File: config.mk
export PLATFORM = sky130hd
export DESIGN_NAME = seq_divider_restoring
export DESIGN_NICKNAME = d
export VERILOG_FILES = /design/src/rtl/seq_divider_restoring.sv
export SDC_FILE = /design/constraint.sdc
export NUM_CORES = 1
export LEC_CHECK = 0
export CAP_MARGIN = 15
export CORE_ASPECT_RATIO = 1.5
export CORE_MARGIN = 5
export CORE_UTILIZATION = 47
export CTS_CLUSTER_DIAMETER = 40
export DETAILED_ROUTE_END_ITERATION = 10
export GPL_TIMING_DRIVEN = 0
export HOLD_SLACK_MARGIN = 0.05
export MAX_ROUTING_LAYER = met4
export PLACE_DENSITY = 0.73
export REMOVE_ABC_BUFFERS = 1
export SLEW_MARGIN = 20
export SYNTH_ARGS = -nofsm -noshare
export SYNTH_HDL_FRONTEND = slang
export SYNTH_SLANG_ARGS = --single-unit
File: constraint.sdc
create_clock -name clk -period 2.1 [get_ports clk]
set_input_delay 0.21 -clock clk [delete_from_list [all_inputs] [get_ports clk]]
set_output_delay 0.21 -clock clk [all_outputs]
set_load 0.01 [all_outputs]
File: src/rtl/seq_divider_restoring.sv
// -----------------------------------------------------------------------------
// seq_divider_restoring
//   Multi-cycle unsigned restoring divider. One WIDTH-bit trial subtraction
//   per clock: the partial remainder is shifted left by one dividend bit, the
//   divisor is trial-subtracted, and the borrow chooses between the subtracted
//   value (quotient bit 1) and the restored value (quotient bit 0).
//   A divisor of zero is resolved in the start cycle without entering CALC.
//
// Ports
//   clk          rising-edge clock
//   rst_n        asynchronous active-low reset
//   start        request, sampled only while idle (busy=0)
//   dividend     unsigned dividend, captured on the accepted start edge
//   divisor      unsigned divisor, captured on the accepted start edge
//   busy         high while a division is iterating (state CALC)
//   done         one-cycle pulse; results are valid from this cycle on
//   quotient     dividend / divisor (all ones on divide-by-zero)
//   remainder    dividend % divisor (dividend on divide-by-zero)
//   div_by_zero  set with done when the captured divisor was zero
// -----------------------------------------------------------------------------
module seq_divider_restoring #(
  parameter int WIDTH = 4
) (
  input  logic             clk,
  input  logic             rst_n,
  input  logic             start,
  input  logic [WIDTH-1:0] dividend,
  input  logic [WIDTH-1:0] divisor,
  output logic             busy,
  output logic             done,
  output logic [WIDTH-1:0] quotient,
  output logic [WIDTH-1:0] remainder,
  output logic             div_by_zero
);

  localparam int CW = $clog2(WIDTH);

  typedef enum logic {
    IDLE = 1'b0,
    CALC = 1'b1
  } state_t;

  state_t           state_reg, state_next;
  logic [WIDTH-1:0] w_r_reg, w_r_next;     // partial remainder
  logic [WIDTH-1:0] w_q_reg, w_q_next;     // dividend shifting out, quotient shifting in
  logic [WIDTH-1:0] dvsr_reg, dvsr_next;   // captured divisor
  logic [CW-1:0]    cnt_reg, cnt_next;     // iteration index
  logic [WIDTH-1:0] quot_reg, quot_next;
  logic [WIDTH-1:0] rem_reg, rem_next;
  logic             dbz_reg, dbz_next;
  logic             done_reg, done_next;

  // One restoring step. The partial remainder is always below the divisor,
  // so the shifted value is below 2*divisor and a non-borrowing difference
  // always fits back into WIDTH bits.
  logic [WIDTH:0]   shifted;
  logic [WIDTH:0]   trial;
  logic             borrow;
  logic [WIDTH-1:0] step_r;
  logic [WIDTH-1:0] step_q;

  assign shifted = {w_r_reg, w_q_reg[WIDTH-1]};
  assign trial   = shifted - {1'b0, dvsr_reg};
  assign borrow  = trial[WIDTH];
  assign step_r  = borrow ? shifted[WIDTH-1:0] : trial[WIDTH-1:0];
  assign step_q  = {w_q_reg[WIDTH-2:0], ~borrow};

  always_ff @(posedge clk or negedge rst_n) begin
    if (!rst_n) begin
      state_reg <= IDLE;
      w_r_reg   <= '0;
      w_q_reg   <= '0;
      dvsr_reg  <= '0;
      cnt_reg   <= '0;
      quot_reg  <= '0;
      rem_reg   <= '0;
      dbz_reg   <= 1'b0;
      done_reg  <= 1'b0;
    end else begin
      state_reg <= state_next;
      w_r_reg   <= w_r_next;
      w_q_reg   <= w_q_next;
      dvsr_reg  <= dvsr_next;
      cnt_reg   <= cnt_next;
      quot_reg  <= quot_next;
      rem_reg   <= rem_next;
      dbz_reg   <= dbz_next;
      done_reg  <= done_next;
    end
  end

  always_comb begin
    state_next = state_reg;
    w_r_next   = w_r_reg;
    w_q_next   = w_q_reg;
    dvsr_next  = dvsr_reg;
    cnt_next   = cnt_reg;
    quot_next  = quot_reg;
    rem_next   = rem_reg;
    dbz_next   = dbz_reg;
    done_next  = 1'b0;

    case (state_reg)
      IDLE: begin
        if (start) begin
          if (divisor == '0) begin
            // Resolved immediately; no iterations are needed.
            done_next = 1'b1;
            dbz_next  = 1'b1;
            quot_next = '1;
            rem_next  = dividend;
          end else begin
            dvsr_next  = divisor;
            w_r_next   = '0;
            w_q_next   = dividend;
            cnt_next   = '0;
            state_next = CALC;
          end
        end
      end

      CALC: begin
        // start is deliberately not looked at here: requests while busy are dropped.
        w_r_next = step_r;
        w_q_next = step_q;
        cnt_next = cnt_reg + CW'(1);
        if (cnt_reg == CW'(WIDTH - 1)) begin
          state_next = IDLE;
          done_next  = 1'b1;
          dbz_next   = 1'b0;
          quot_next  = step_q;
          rem_next   = step_r;
        end
      end

      default: begin
        state_next = IDLE;
      end
    endcase
  end

  assign busy        = (state_reg == CALC);
  assign done        = done_reg;
  assign quotient    = quot_reg;
  assign remainder   = rem_reg;
  assign div_by_zero = dbz_reg;

endmodule

# Word level (Yosys, flattened, before mapping)
# Cells that the tools add are included.
[totals]
output_inout_bits = 11
register_bits = 25
[classes]
n_eq_ne = 5
reduce_logical = 4
n_addsub = 2
bitwise = 3
n_mux = 30
[op_table]
columns = ["op", "n"]
rows = [
  ["2-to-1 mux 4 bit", 11],
  ["case mux 4 bit (2 select lines)", 4],
  ["2-to-1 mux 1 bit", 9],
  ["!= test 2 bit (second input constant)", 3],
  ["case mux 1 bit (2 select lines)", 3],
  ["AND reduction 3 bit", 2],
  ["subtractor 5 x 4 -> 5 bit", 1],
  ["logical NOT 4 bit", 1],
  ["2-to-1 mux 2 bit", 2],
  ["case mux 2 bit (2 select lines)", 1],
  ["inverter 1 bit", 3],
  ["adder 2 x 1 -> 2 bit (second input constant)", 1],
  ["== test 2 bit (second input constant)", 1],
  ["!= test 2 x 1 -> 1 bit (second input constant)", 1],
  ["AND reduction 2 bit", 1],
]

# Depth between registers and ports, before layout
[depth]
depth_word = 4
ltp_mapped = 8
mapped_depth_nobuf = 8

# Worst setup path after synthesis
# OpenSTA, ideal clock, no wires.
[synth_timing]
path_type = "register to register"
startpoint = "register w_q_reg[3]"
endpoint = "register rem_reg[2], in the netlist remainder[2]"
setup_slack_ns = 0.107
required_time_ns = 1.974
setup_time_ns = 0.126
arrival_ns = 1.867
stages_incl_launch_ff = 8
path_cell_list = "dfrtp_1 inv_1 ha_1 fa_1 nand2b_1 a21oi_4 o21ai_0 o32a_1"
[synth_between]
elab_chain_len = 4
[synth_lines]
columns = ["element", "line_no", "text"]
rows = [
  ["start, declared", "45", "logic [WIDTH-1:0] w_q_reg, w_q_next;"],
  ["start signal, assigned", "82", "w_q_reg <= w_q_next;"],
  ["subtractor 5 x 4 -> 5 bit", "63", "assign trial = shifted - {1'b0, dvsr_reg};"],
  ["2-to-1 mux 4 bit", "65", "assign step_r = borrow ? shifted[WIDTH-1:0] : trial[WIDTH-1:0];"],
  ["2-to-1 mux 4 bit", "127", "if (cnt_reg == CW'(WIDTH - 1)) begin"],
  ["case mux 4 bit (2 select lines)", "103", "case (state_reg)"],
  ["end signal, assigned", "86", "rem_reg <= rem_next;"],
  ["end, declared", "49", "logic [WIDTH-1:0] rem_reg, rem_next;"],
]
# No other way between the ends. The select of a mux whose other input is x is not followed.
# A chain may end at the register's enable or synchronous reset.

# Final worst setup path
# Ends and elaborated chain as after synthesis.

==> flow_metrics.env <==
export IMPL_final_hold_viol_count=0
export IMPL_detail_route_wirelength_um=2800
export IMPL_place_worst_setup_slack_ns=-0.120
export IMPL_timing_critical_path_required_ns=2.25
export IMPL_min_period_over_period_pct=95.0
export IMPL_timing_max_transition_violations_final=0
export IMPL_placedCellCount=193
export IMPL_floorplan_die_height_um=76.4
export IMPL_die_area_sq_mm=0.00414
export IMPL_dr_total_vias=1059
export IMPL_antenna_left=0
export IMPL_clock_tree_buffer_depth=2
export IMPL_n_antenna_cell=0
export IMPL_path_clk_slew_ns=0.08
export IMPL_grt_first_pass_wirelength_um=5150
export IMPL_numPortBuffers=21
export IMPL_timing_critical_path_fanout_max=4
export IMPL_cts_sinks=25
export IMPL_syn_avg_cell_area_sq_um=9.93
export IMPL_clock_root_buffer="sky130_fd_sc_hd__clkbuf_8"
export IMPL_die_w_um=54.2
export IMPL_finish_cell_count_without_fillers=203
export IMPL_synth_top_flop_cell="sky130_fd_sc_hd__dfrtp_1"
export IMPL_fillCellCount=257
export IMPL_peakVddDrop_mv=0.872
export IMPL_grt_max_degree=40
export IMPL_synth_async_sr_flop_share_pct=100
export IMPL_tightest_slew_ns=0.592
export IMPL_number_of_global_route_vias_before_repair=1097
export IMPL_grt_usage_pct=17.0
export IMPL_cts_htree_levels=1
export IMPL_grt_remaining_overflow=0
export IMPL_multi_input_area_sq_um=711
export IMPL_worst_setup_path_type="register to register"
export IMPL_synth_sequential_area_ratio_pct=45.3
export IMPL_critPathCaptureType="register"
export IMPL_synth_enable_flop_cells=0
export IMPL_timing_final_crit_period_ns=2.00
export IMPL_min_path_type="input port to asynchronous set/reset pin"
export IMPL_ys_warnings_count=0
export IMPL_report_power_total_w=0.00302
export IMPL_drt_pass1_iterations=4
export IMPL_detail_route_iter0_violations=26
export IMPL_run_status="finished clean"
export IMPL_fin_skew_ns=0.00337
export IMPL_layout_cell_share_with_drive_strength_beyond_1_pct=12.8
export IMPL_area_growth_syn_to_layout_pct=24.0
export IMPL_worstSkewPairLatency_ns=0.26
export IMPL_final_design_utilization_pct=59.4
export IMPL_nets=182
export IMPL_antenna_violations_before_repair=0
export IMPL_syn_area_sq_mm=0.00138
export IMPL_setup_worst_path_start_class="register"
export IMPL_initial_core_util_pct=47.9
export IMPL_cap_violations=0
export IMPL_rows=24
export IMPL_finalSetupViolations=0
export IMPL_yosys_register_bits=25
export IMPL_crit_arrival_ns=2.15
export IMPL_vias_per_instance=5.22
export IMPL_hold_worst_slack_ns=0.464
export IMPL_relSlewSlack_pct=60.5
export IMPL_hpwlAfterDp_um=2160
export IMPL_library_cells_used_by_synthesis=39
export IMPL_syn_instance_count=139
export IMPL_io_pins=22
export IMPL_total_leakage_power_nw=0.763
export IMPL_power_per_cell_area_mw_per_mm2=1760
export IMPL_cts_tree="built"
export IMPL_gpl_final_weighted_congestion=0.792
export IMPL_sequential_cell_area_sq_um=627
export IMPL_drcViolationCount=0
export IMPL_standard_cell_core_area_sq_mm=0.00288
export IMPL_max_freq_ghz=0.501
export IMPL_post_drt_wl_per_cell_um=13.8
export IMPL_post_route_worst_setup_slack_ns=0.105
export IMPL_cts_buffers=3
## path summary, 6_finish.rpt
check	slack (ns)	cells past startpoint	from	end
setup / recovery	0.10	8	w_q_reg[3]	remainder[2]
hold / removal	0.46	2	rst_n	quotient[1]
setup reg to reg	0.10	8	w_q_reg[3]	remainder[2]
hold reg to reg	0.49	2	div_by_zero	div_by_zero
max in group asynchronous	1.24	2	rst_n	busy
min in group clk	0.49	2	div_by_zero	div_by_zero
## metrics by stage
| step | TNS (ns) | cell area, sq um |
|---|---|---|
| after detailed placement | -0.278 | 1600 |
| after global routing | -0.0105 | 1710 |
| after floorplan | 0 | 1350 |
| final | 0 | 1710 |
| after global placement | -0.133 | 1600 |
| after CTS | 0 | 1670 |
## final cells by class
class                   instances  area share, %
well taps                      39           2.85
multi-input cells             102           41.5
inverters                       6           1.32
flip-flops and latches         25           36.6
repair buffers                 27           15.0
clock inverters                 1          0.292
clock buffers                   3           2.41
## cells by family (layout without fill, tap and decap cells)
logic type                 count (synthesis)  after routing  share of synthesized area [%]
xor gates and xnor gates                   3              3                           2.45
muxes                                      6              6                           4.53
and+or+nand+nor                           58             58                           23.6
buffers and inverters                     12             37                           4.17
adders and majority gates                  6              6                           5.98
DFF                                       25             25                           45.3
AOI/OAI and AO/OA                         29             29                           14.0
## cell usage after synthesis (all sizes together) (4+ instances only)
library cell  instances  area [sq um]
nand3b                6          48.8
mux2i                 4          40.0
a21oi                 8          55.1
o21ai                13          65.1
inv                   6          22.5
nand2                21          86.3
nand3                10          50.1
nand2b                5          38.8
nor2                  7          26.3
dfrtp                25           626
ha                    5          62.6
buf                   5          31.3
## layer usage
metal  vias to the layer above  track usage (%)  part of all wire [%]
met5                         -                -                     0
met4                         0             6.73                   1.5
met3                         4             2.15                   1.6
met2                        12             27.3                    56
met1                       508             21.0                    40
li1                        535                -                     -
## power by group
group	internal, W	switching [W]
clock	0.000133	0.000143
combinational	0.000953	0.000797
sequential	0.000725	0.000268
total	0.00181	0.00121
## placed cells by master, fill, tap and decap left out, types with 2 or more instances in the layout
master,instances
sky130_fd_sc_hd__nand3_1,10
sky130_fd_sc_hd__a21o_1,2
sky130_fd_sc_hd__nor3b_1,2
sky130_fd_sc_hd__nand2_1,20
sky130_fd_sc_hd__mux2i_1,4
sky130_fd_sc_hd__inv_1,6
sky130_fd_sc_hd__a41oi_1,2
sky130_fd_sc_hd__clkbuf_8,3
sky130_fd_sc_hd__dfrtp_1,24
sky130_fd_sc_hd__o21ai_1,3
sky130_fd_sc_hd__nand3b_1,5
sky130_fd_sc_hd__nor2_1,7
sky130_fd_sc_hd__clkdlybuf4s50_1,20
sky130_fd_sc_hd__ha_1,5
sky130_fd_sc_hd__buf_4,4
sky130_fd_sc_hd__and3_1,2
sky130_fd_sc_hd__a21oi_1,6
sky130_fd_sc_hd__o21ai_0,10
sky130_fd_sc_hd__nand2b_1,4
## repair_timing
item                       4_1_cts  5_1_grt
hold endpoints to repair         0       25
pin swaps                        1        1
buffers inserted                 3        2
hold buffers                     0        1
setup endpoints to repair        4        7
cloned                           0        0
resized for setup                3        3
## worst max-delay path, cell delays in order (launching register included)
cell                       delay (ns)
sky130_fd_sc_hd__dfrtp_1         0.37
sky130_fd_sc_hd__inv_1           0.05
sky130_fd_sc_hd__ha_1            0.21
sky130_fd_sc_hd__fa_2            0.35
sky130_fd_sc_hd__nand2b_1        0.18
sky130_fd_sc_hd__a21oi_4         0.13
sky130_fd_sc_hd__buf_4           0.14
sky130_fd_sc_hd__o21ai_1         0.09
sky130_fd_sc_hd__o32a_1          0.36
Power figures use the tool's default switching activity.
